### src/rtl/cic_region_ctrl.sv
`default_nettype none
// ---------------------------------------------------------------------------
// cic_region_ctrl : CIC settle / retry / region-flip sequencer with lock
//                   qualification and system-hold control.   Rev 1.0
// ---------------------------------------------------------------------------
module cic_region_ctrl #(
  parameter int unsigned SETTLE_CYCLES = 32767,
  parameter int unsigned LOCK_CYCLES   = 65535,
  parameter int unsigned MAX_TRIES     = 4,
  parameter bit          INIT_REGION   = 1'b0
) (
  input  logic       MCLKO,
  input  logic       RESETI,
  input  logic       CIC_FAIL,
  input  logic       FORCE_REQ,
  input  logic       FORCE_REGION,
  output logic       CIC_EN,
  output logic       REGION,
  output logic       SYS_HOLD,
  output logic       LOCKED,
  output logic       GIVEUP,
  output logic [2:0] TRIES
);

  localparam int unsigned MAX_CNT = (SETTLE_CYCLES > LOCK_CYCLES) ? SETTLE_CYCLES : LOCK_CYCLES;
  localparam int unsigned CNT_W   = $clog2(MAX_CNT);
  localparam logic [CNT_W-1:0] SETTLE_LAST = CNT_W'(SETTLE_CYCLES - 1);
  localparam logic [CNT_W-1:0] LOCK_LAST   = CNT_W'(LOCK_CYCLES - 1);
  localparam logic [2:0]       TRIES_LAST  = 3'(MAX_TRIES - 1);

  typedef enum logic [2:0] {
    ST_HOLD   = 3'd0,
    ST_RUN    = 3'd1,
    ST_LOCKED = 3'd2,
    ST_FAIL   = 3'd3,
    ST_GIVEUP = 3'd4
  } state_t;

  state_t           state_q, state_d;
  logic [CNT_W-1:0] cnt_q, cnt_d;
  logic             sync1_q, fail_s_q;
  logic             region_q, region_d;
  logic [2:0]       tries_q, tries_d;
  logic             cic_en_q, cic_en_d;
  logic             sys_hold_q, sys_hold_d;
  logic             locked_q, locked_d;
  logic             giveup_q, giveup_d;

  always_comb begin
    state_d  = state_q;
    cnt_d    = cnt_q;
    region_d = region_q;
    tries_d  = tries_q;
    if (FORCE_REQ) begin
      state_d  = ST_HOLD;
      cnt_d    = '0;
      region_d = FORCE_REGION;
      tries_d  = '0;
    end else begin
      unique case (state_q)
        ST_HOLD: begin
          if (cnt_q == SETTLE_LAST) begin
            state_d = ST_RUN;
            cnt_d   = '0;
          end else begin
            cnt_d = cnt_q + CNT_W'(1);
          end
        end
        ST_RUN: begin
          if (fail_s_q)                state_d = ST_FAIL;
          else if (cnt_q == LOCK_LAST) state_d = ST_LOCKED;
          else                         cnt_d   = cnt_q + CNT_W'(1);
        end
        ST_LOCKED: begin
          if (fail_s_q) state_d = ST_FAIL;
        end
        ST_FAIL: begin
          // Last attempt keeps REGION/TRIES as they were when it failed.
          if (tries_q == TRIES_LAST) begin
            state_d = ST_GIVEUP;
          end else begin
            state_d  = ST_HOLD;
            region_d = ~region_q;
            tries_d  = tries_q + 3'd1;
            cnt_d    = '0;
          end
        end
        ST_GIVEUP: state_d = ST_GIVEUP;
        default: begin
          state_d = ST_HOLD;
          cnt_d   = '0;
        end
      endcase
    end
  end

  // Outputs decoded from the next state so they move on the state's edge.
  always_comb begin
    cic_en_d   = (state_d == ST_RUN) || (state_d == ST_LOCKED);
    sys_hold_d = (state_d != ST_LOCKED);
    locked_d   = (state_d == ST_LOCKED);
    giveup_d   = (state_d == ST_GIVEUP);
  end

  always_ff @(posedge MCLKO or posedge RESETI) begin
    if (RESETI) begin
      state_q    <= ST_HOLD;
      cnt_q      <= '0;
      sync1_q    <= 1'b0;
      fail_s_q   <= 1'b0;
      region_q   <= INIT_REGION;
      tries_q    <= '0;
      cic_en_q   <= 1'b0;
      sys_hold_q <= 1'b1;
      locked_q   <= 1'b0;
      giveup_q   <= 1'b0;
    end else begin
      state_q    <= state_d;
      cnt_q      <= cnt_d;
      sync1_q    <= CIC_FAIL;
      fail_s_q   <= sync1_q;
      region_q   <= region_d;
      tries_q    <= tries_d;
      cic_en_q   <= cic_en_d;
      sys_hold_q <= sys_hold_d;
      locked_q   <= locked_d;
      giveup_q   <= giveup_d;
    end
  end

  assign CIC_EN   = cic_en_q;
  assign REGION   = region_q;
  assign SYS_HOLD = sys_hold_q;
  assign LOCKED   = locked_q;
  assign GIVEUP   = giveup_q;
  assign TRIES    = tries_q;

endmodule
`default_nettype wire

### config.mk
export PLATFORM = sky130hd
export DESIGN_NAME = cic_region_ctrl
export DESIGN_NICKNAME = d
export VERILOG_FILES = /design/src/rtl/cic_region_ctrl.sv
export SDC_FILE = /design/constraint.sdc
export NUM_CORES = 1
export LEC_CHECK = 0
export ABC_CLOCK_PERIOD_IN_PS = 2600
export BUFFER_PORTS_ARGS = -buffer_cell sky130_fd_sc_hd__buf_4
export CAP_MARGIN = 20
export CORE_UTILIZATION = 23
export DETAILED_ROUTE_END_ITERATION = 12
export SYNTH_ARGS = -nofsm -noshare
export SYNTH_HDL_FRONTEND = slang
export SYNTH_SLANG_ARGS = --single-unit
### constraint.sdc
create_clock -name MCLKO -period 2.6 [get_ports MCLKO]
set_input_delay 0.52 -clock MCLKO [delete_from_list [all_inputs] [get_ports MCLKO]]
set_output_delay 0.52 -clock MCLKO [all_outputs]
set_load 0.05 [all_outputs]
## After elaboration in Yosys (flattened, before gate mapping)

Cells that the tools add are included.
Widths: inputs -> output; s select.

| word-level totals | value |
|---|---|
| bits in latches | 0 |
| memory bits (writable) | 0 |
| memory bits (read-only) | 0 |
| logic and storage cells | 54 |
| memories | 0 |
| bits in registers | 29 |

| operators by class | value |
|---|---|
| multiply operators | 0 |
| reduce and logical (&&, ||, !) cells | 6 |
| shifts and indexed selects | 0 |
| order comparisons | 0 |
| div/mod/pow operators | 0 |
| $add $sub $neg | 2 |
| multiplexer cells | 19 |
| bitwise operators | 1 |
| equality and inequality tests | 16 |

Operators with widths:

| cell | count |
|---|---|
| $mux 16 | 5 |
| $pmux 16 s4 | 1 |
| $mux 3 | 9 |
| $add 16x1->16 const B | 1 |
| $eq 16x15->1 const B | 1 |
| $eq 16x16->1 const B | 1 |
| $pmux 3 s5 | 1 |
| $eq 3x2->1 const B | 4 |
| $ne 3x3->1 const B | 3 |
| $eq 3x1->1 const B | 2 |
| $eq 3x3->1 const B | 2 |
| $reduce_and 4->1 | 1 |
| $add 3x1->3 const B | 1 |
| $logic_not 3->1 | 1 |
| $mux 1 | 3 |
| $ne 3x2->1 const B | 1 |
| $ne 2x1->1 const B | 1 |
| $ne 2x2->1 const B | 1 |
| $reduce_and 2->1 | 1 |
| $reduce_bool 2->1 | 1 |
| $reduce_or 2->1 | 1 |
| $logic_or 1x1->1 | 1 |
| $not 1->1 | 1 |

## Logic depth before layout (Yosys ltp)

Gate-level depths: netlist of the first run.

| depth | value |
|---|---|
| depth after elaboration | 7 |
| depth in mapped cells | 9 |
| depth with buffers taken out | 7 |

## Worst setup path after synthesis of the first run

OpenSTA, ideal clock, no wires.

| timing | value |
|---|---|
| path type | reg2reg |
| from | reg tries_q[0] (netlist: TRIES[0]) |
| to | reg cnt_q[3] |
| slack | 240 ps |
| required time | 2522 ps |
| data arrival time | 2282 ps |
| clock period less this slack | 2360 ps |
| path buffers | 1 |
| cell stages (with the launch flop) | 9 |
| cell sequence | dfrtp_1 ha_1 ha_1 nand2b_1 a21oi_2 o21ai_1 buf_2 or4_1 a21oi_1 |

| between the ends | value |
|---|---|
| longest elaborated chain between the ends | 3 |

RTL lines:

| element | RTL line | text |
|---|---|---|
| start, declared | 43 | `logic [2:0] tries_q, tries_d;` |
| start signal, assigned | 123 | `tries_q <= tries_d;` |
| $eq 3x2->1 | 79 | `if (tries_q == TRIES_LAST) begin` |
| $ne 3x3->1 (no line) | -- |  |
| $reduce_and 4->1 (no line) | -- |  |
| end signal, assigned | 119 | `cnt_q <= cnt_d;` |
| end, declared | 40 | `logic [CNT_W-1:0] cnt_q, cnt_d;` |

No other way between the ends.
A chain may end at the register's enable or synchronous reset.

## Worst setup path after layout of the first run

| timing | value |
|---|---|
| from | reg tries_q[0] (netlist: TRIES[0]) |
| to | reg cnt_q[4] |

Same word-level chain as after synthesis.

==> metrics.md, run 1 <==
| Metric | Value |
|---|---|
| Depth of the CTS H-tree | 2 |
| Share of post-route cells with drive strength above 1 | 0.160 |
| Number of routed nets with antenna violations | 0 |
| F_max | 443 MHz |
| Synth warn | 0 |
| Tot Pwr | 939 µW |
| Fraction of the yosys area taken by sequential cells | 0.449 |
| Clock-pin slew on the worst setup and hold paths | 0.06 ns |
| Leak | 0.804 nW |
| Final net count | 202 |
| Layout area overhead | 19.6% |
| Die width | around 86 µm |
| Initial antenna violation count | 0 |
| Crit Path Max Fanout | 22 |
| Die area | 0.00737 mm² |
| Cell count after synthesis | 173 |
| Critical path's top delay family | simple AND/OR/NAND/NOR gates |
| Pins Over Slew Limit | 0 |
| WP data required | around 2.8 ns |
| CTS root buf | clkbuf_8 |
| Setup ws final | 0.345 ns |
| Top-level port count | 13 |
| Slowest cell on the critical path | or4_1 |
| First-pass DRT Iterations | 4 |
| Post-DR vias/cell | 4.80 |
| Slew @ Worst Pin | 0.543 ns |
| # diodes | 0 |
| Global-route wire length before repair | 6.26 mm |
| TritonCTS Buffers | 5 |
| Total negative setup slack | 0 ns |
| Clock share of power | 0.412 |
| Setup Fix Bufs, Post-CTS | 0 |
| Die Y | about 86 µm |
| Most frequent CP cell | ha_1 |
| Max Cap Violations | 0 |
| Wire per inst | 12.1 µm |
| IO Port Bufs | 12 |
| Pwr/cell area | 486 mW/mm² |
| P_int | 706 µW |
| Clock Path Buffers | 2 |
| Critical Path Max Stage Delay | 0.51 ns |
| Peak VDD IR | around 0.00017 V |
| Switching power | 233 µW |
| Largest net degree at the start of global routing | 30 |
| Layout Skew | 0.00647 ns |
| Synth Net Count | 182 |
| Relative slew slack | 0.635 |
| Resize count post-CTS | 0 |
| Mean Syn Cell Area | 9.35 µm² |
| Area leader, netlist | dfrtp_1 |
| Wirelength, routed | 3.51 mm |
| Grt total ovfl | 0 |
| Cells along the critical path | ha_1 > ha_1 > nand2b_1 > a21oi_2 > o21ai_1 > buf_4 > or4_1 > a21oi_1 |
| Post-synth EDFFs | 0 |
| Vias in the first global route | 1302 |
| Largest cells by area after synthesis | dfrtp_1 (43%), o31ai_1 (4.6%), nor2_1 (4.2%), or4_1 (3.2%), ha_1 (3.1%) |
| # fillers | 717 |
| RSZ-0062 raised after global routing | false |
| CTS Hold Bufs | 0 |
| Commonest non-fill, non-tap cell in the layout | dfrtp_1 |
| FFs w/ async S/R, synth | 1.00 |
| Initial Util | 0.238 |
| Dpl ws | between 0.3 and 0.4 ns |
| Clk_lat worst skew | ~0.29 ns |
| Mapped cell area | 0.00162 mm² |
| Placer Congestion | 0.921 |
| WP data arrival | 2.47 ns |
| Most common flop cell mapped by yosys | dfrtp_1 |
| Count of final hold-check violations | 0 |
| Placeable core area | 0.00679 mm² |
| Status | finished clean |
| Critical Path Start Type | flop |
| Comb pwr share | 0.086 |
| Hold Crit Class | primary input to asynchronous set/reset pin |
| CTS tree | yes |
| Post-synthesis cell type count | 44 |
| Routed vias | about 1.4k |
| Gr usage total | 0.109 |
| Sequential power share | 0.502 |
| FF+latch count, synth | 29 |
| Starting DRC count in detailed routing | 102 |
| Detailed Place HPWL | ~2.5 mm |
| WP buf/inv | 1 |
| DRC viols | 0 |
| Most frequent cells in the layout | dfrtp_1 (28), buf_4 (19), nor2_1 (18), nand2_1 (13) |
| Clock sink total | 29 |
| Placed instance area | roughly 0.0018 mm² |
| Setup violations, final | 0 |
| Row count | 30 |
| Switching part of the total | 0.248 |
| Final min period | 2.26 ns |
| Final instance area | 0.00193 mm² |
| Setup CP Type | flop to flop |
| Yosys top cell area share | 0.433 |
| Nature of the critical path endpoint | flop |
| Tcrit/Tclk final | 0.867 |
power by group through the flow:
stage          Clock (mW)  Combinational, mW  Sequential (mW)
2_1_floorplan           0             0.0420            0.487
3_3_place_gp            0             0.0807            0.479
3_5_place_dp            0             0.0819            0.479
4_1_cts             0.402             0.0823            0.471
5_1_grt             0.420             0.0916            0.473
6_report            0.387             0.0810            0.472
Yosys cell counts, types with 4 or more instances:
cell type and n:
nor2b_1 4, o31ai_1 10, ha_1 4, nand2b_1 6
a21oi_1 8, and3_1 4, o21ai_0 4, dfrtp_1 28
inv_1 5, nor2_1 18, nand2_1 13, nand4_1 6
nor3_1 4, nand3_1 10, or4_1 7, mux2i_1 4
nor4_1 4
worst register-to-register path, delay by kind of cell, from the launching register on:
kind | cells | cell delay (ns)
AOI/OAI and AO/OA | 3 | 0.45
DFF | 1 | 0.41
adders and majority gates | 2 | 0.39
and+or+nand+nor | 2 | 0.72
buffers and inverters | 1 | 0.20
stage by stage:
stage          instances  utilization  hold slack [ns]
3_3_place_gp         282        0.271            0.335
2_1_floorplan        173            -            0.331
3_5_place_dp         282        0.271            0.347
4_1_cts              290        0.285            0.306
6_report             290        0.285            0.296
5_1_grt              290        0.285            0.323
area by class of cell:
cell class	count	area, µm²	area share
Inverter	5	18.8	0.00970
Multi-Input combinational cell	133	836	0.432
Clock buffer	8	90.1	0.0466
Timing Repair Buffer	19	143	0.0737
Sequential cell	29	727	0.376
Tap cell	96	120	0.0621
worst paths after layout:
kind / from / endpoint / slack (ns) / depth (start not counted)
min in group MCLKO: CIC_FAIL / sync1_q / 0.34 / 1
max in group asynchronous: RESETI / SYS_HOLD / 1.98 / 3
max reg2reg: TRIES[0] / cnt_q[4] / 0.34 / 8
min reg2reg: sync1_q / fail_s_q / 0.36 / 0
max: TRIES[0] / cnt_q[4] / 0.34 / 8
min: RESETI / REGION / 0.30 / 3
registers in the layout, summed over array words and instances (netlist names):
register and count:
LOCKED 1, GIVEUP 1, CIC_EN 1, TRIES 3
SYS_HOLD 1, cnt_q 16, fail_s_q 1, sync1_q 1
REGION 1, state_q 3
cell families (layout without fill, tap and decap cells):
family	Yosys count	after routing	share of synthesized area
xor gates and xnor gates	2	2	0.0108
buffers and inverters	11	32	0.0340
and+or+nand+nor	84	84	0.282
AOI/OAI and AO/OA	39	39	0.168
DFF	29	29	0.449
muxes	4	4	0.0247
adders and majority gates	4	4	0.0309
metal layers:
metal  GRT usage  up-vias  part of all wire  wire [µm]
met5           0        -                 0          0
met4      0.0364        0             0.012         42
met3      0.0433        6             0.066        231
met2       0.154       39              0.42       1480
met1       0.151      658              0.50       1760
li1            -      688                 -          -
No activity file was read; power rests on OpenSTA's default activity.
==> inputs of run 2 (changes only) <==
--- a/config.mk
+++ b/config.mk
@@ -5,11 +5,13 @@
 export SDC_FILE = /design/constraint.sdc
 export NUM_CORES = 1
 export LEC_CHECK = 0
+export ABC_AREA = 1
 export ABC_CLOCK_PERIOD_IN_PS = 2600
 export BUFFER_PORTS_ARGS = -buffer_cell sky130_fd_sc_hd__buf_4
 export CAP_MARGIN = 20
-export CORE_UTILIZATION = 23
+export CORE_UTILIZATION = 50
 export DETAILED_ROUTE_END_ITERATION = 12
+export PLACE_DENSITY = 0.68
 export SYNTH_ARGS = -nofsm -noshare
 export SYNTH_HDL_FRONTEND = slang
 export SYNTH_SLANG_ARGS = --single-unit
==> run 2 against run 1 <==
Final cell count rose by 19%. Area after synthesis rose by 24%. First-iteration DRC count fell by 26%. Global-route usage rose by 13 points. Synthesized cell count rose by 62%. Wire length rose by 31%. Sequential share of layout area fell by 4.6 points. Largest power group unchanged. Highest routed layer unchanged.
==> metrics.md, run 2 <==
| Metric | Value |
|---|---|
| Slew @ Worst Pin | 0.541 ns (-0.00225 ns) |
| IO Port Bufs | 12 (unchanged) |
| Post-synth EDFFs | 0 (unchanged) |
| Number of routed nets with antenna violations | 0 (unchanged) |
| Gr usage total | 0.242 (+0.133) |
| Status | finished clean |
| CTS Hold Bufs | 0 (unchanged) |
| RSZ-0062 raised after global routing | false |
| Crit Path Max Fanout | 17 (-23%) |
| Slowest cell on the critical path | dfrtp_1 |
| Clk_lat worst skew | 0.28 ns (about the same) |
| DRC viols | 0 (unchanged) |
| Die Y | 65.4 µm (-24%) |
| Synth Net Count | 289 (+59%) |
| Setup violations, final | 0 (unchanged) |
| Largest net degree at the start of global routing | 22 (-27%) |
| Placer Congestion | 0.839 (-8.9%) |
| Total negative setup slack | 0 ns (unchanged) |
| Most common flop cell mapped by yosys | dfrtp_1 |
| Clock-pin slew on the worst setup and hold paths | 0.06 ns (about the same) |
| Commonest cells in the netlist | nand2_1 (89), nand3_1 (39), inv_1 (29), dfrtp_1 (28), nor2_1 (19) |
| FFs w/ async S/R, synth | 1.00 (unchanged) |
| Tcrit/Tclk final | 0.738 (-0.129) |
| Area leader, netlist | dfrtp_1 |
| Relative slew slack | 0.639 (+0.00444) |
| F_max | 521 MHz (+18%) |
| Post-synthesis cell type count | 30 (-32%) |
| TritonCTS Buffers | 5 (unchanged) |
| Vias in the first global route | 1732 (+33%) |
| Layout area overhead | 9.59% |
| Max FFs per register | 16 (unchanged) |
| Commonest non-fill, non-tap cell in the layout | nand2_1 |
| # fillers | 374 (-48%) |
| Leak | 1.14 nW (+42%) |
| Clock Path Buffers | 2 (unchanged) |
| Placed instance area | 0.00212 mm² (+15%) |
| Final instance area | 0.00220 mm² (+14%) |
| Cell count after synthesis | 280 (+62%) |
| Pwr/cell area | 607 mW/mm² (+25%) |
| Depth of the CTS H-tree | 2 (unchanged) |
| Routed vias | 1835 (+32%) |
| Critical Path Max Stage Delay | 0.44 ns (-0.07 ns) |
| Starting DRC count in detailed routing | 75 (-26%) |
| Critical path's top delay family | simple AND/OR/NAND/NOR gates |
| Row count | 22 (-27%) |
| Final min period | 1.92 ns (-0.336 ns) |
| Placeable core area | 0.00374 mm² (-45%) |
| Met2 wire len | 2.21 mm (+49%) |
| Layout Skew | 0.00889 ns (+0.00242 ns) |
| Mapped cell area | 0.00201 mm² (+24%) |
| Peak VDD IR | 0.000552 V (+230%) |
| Die area | 0.00428 mm² (-42%) |
| Detailed Place HPWL | 3.31 mm (+34%) |
| Global-route wire length before repair | 7.78 mm (+24%) |
| Biggest register | cnt_q |
| Layout Utilization | 0.588 (+0.304) |
| Wirelength, routed | 4.59 mm (+31%) |
| Fraction of the yosys area taken by sequential cells | 0.362 (-0.0876) |
| Critical Path Start Type | flop |
| FF+latch count, synth | 29 (unchanged) |
| Yosys top cell area share | 0.349 (-0.0844) |
| DR top layer | met4 |
| Largest cells by area after synthesis | dfrtp_1 (35%), nand2_1 (17%), nand3_1 (9.7%), inv_1 (5.4%), nand4_1 (4.0%) |
| Resize count post-CTS | 0 (unchanged) |
| Hold slack | 0.271 ns (-0.0253 ns) |
| Setup Fix Bufs, Post-CTS | 0 (unchanged) |
| Nature of the critical path endpoint | flop |
| Count of final hold-check violations | 0 (unchanged) |
| Post-route met1 wirelength | 2.11 mm (+20%) |
| Synth warn | 0 (unchanged) |
| Wire per inst | 13.4 µm (+10%) |
| Top-level port count | 13 (unchanged) |
| Setup CP Type | flop to flop |
| Met3 wire length | 190 µm (-18%) |
| First-pass DRT Iterations | 4 (unchanged) |
| WP data arrival | 2.08 ns (-0.39 ns) |
| Hold Crit Class | primary input to asynchronous set/reset pin |
| WP data required | 2.76 ns (-0.05 ns) |
| CTS root buf | clkbuf_8 |
| Initial antenna violation count | 0 (unchanged) |
| Grt total ovfl | 0 (unchanged) |
| Mean Syn Cell Area | 7.18 µm² (-23%) |
| Pins Over Slew Limit | 0 (unchanged) |
| # diodes | 0 (unchanged) |
| Count leader, synth | nand2_1 |
| Die width | 65.4 µm (-24%) |
| Post-DR vias/cell | 5.33 (+11%) |
| Initial Util | 0.537 (+0.299) |
| WP buf/inv | 3 (+2) |
| CTS tree | yes |
| Clock sink total | 29 (unchanged) |
| Max Cap Violations | 0 (unchanged) |
| Cells along the critical path | inv_1 > ha_1 > inv_1 > nor2_1 > nand2_4 > inv_1 > nand2_2 > nand2_1 > nand2_1 > nand3_2 > nand2_2 > nand2_2 > nand2_1 |
| Share of post-route cells with drive strength above 1 | 0.142 (-0.0179) |
| Final net count | 304 (+50%) |
| Most frequent cells in the layout | nand2_1 (89), nand3_1 (39), inv_1 (29), dfrtp_1 (28), nor2_1 (19) |
## run 2: cell count changes after synthesis, moves of 5 or more
cell and change:
a21oi_1 -5, inv_1 +24, nand2_1 +76, nand2_2 +6, nand2b_1 -6, nand3_1 +29, nand4_1 +7, nor2_4 +5
o31ai_1 -10, or4_1 -7, xor2_1 +5
## run 2: report_power, final
part	switching, mW	internal (mW)
combinational	0.305	0.135
clock	0.167	0.190
sequential	0.0432	0.497
total	0.515	0.821
## run 2: final cells by class
| class | count | area (µm²) | area share |
|---|---|---|---|
| flip-flops and latches | 29 | 727 | 0.330 |
| well taps | 48 | 60.1 | 0.0273 |
| multi-input cells | 212 | 1090 | 0.496 |
| repair buffers | 17 | 128 | 0.0580 |
| inverters | 30 | 115 | 0.0523 |
| clock buffers | 8 | 80.1 | 0.0364 |
## run 2: per-stage QoR
stage	power [mW]	setup WS (ns)	cells
6_report	1.34	0.681	344
5_1_grt	1.41	0.499	344
2_1_floorplan	0.879	0.825	280
3_3_place_gp	0.983	0.642	336
3_5_place_dp	0.990	0.587	336
4_1_cts	1.34	0.682	344
## run 2: kinds of logic (layout without fill, tap and decap cells)
group	count (synthesis)	count (layout)	share of synthesized area
compound gates	21	21	0.0604
buf+inv	39	55	0.0946
fa+ha+maj	4	4	0.0249
simple gates	181	181	0.432
xor+xnor	6	6	0.0262
flops	29	29	0.362
## run 2: path summary, 6_finish.rpt
kind,startpoint,endpoint,slack [ns],depth (start not counted)
setup / recovery,cnt_q[0],CIC_EN,0.68,13
hold / removal,RESETI,GIVEUP,0.27,2
setup reg to reg,cnt_q[0],CIC_EN,0.68,13
hold reg to reg,sync1_q,fail_s_q,0.34,0
max in group asynchronous,RESETI,cnt_q[0],1.72,3
min in group MCLKO,sync1_q,fail_s_q,0.34,0
## run 2: routing by layer
metal,global-route usage,up-vias
met1,0.289,844
li1,-,942
met4,0.0788,0
met3,0.0469,9
met5,0,-
met2,0.433,40
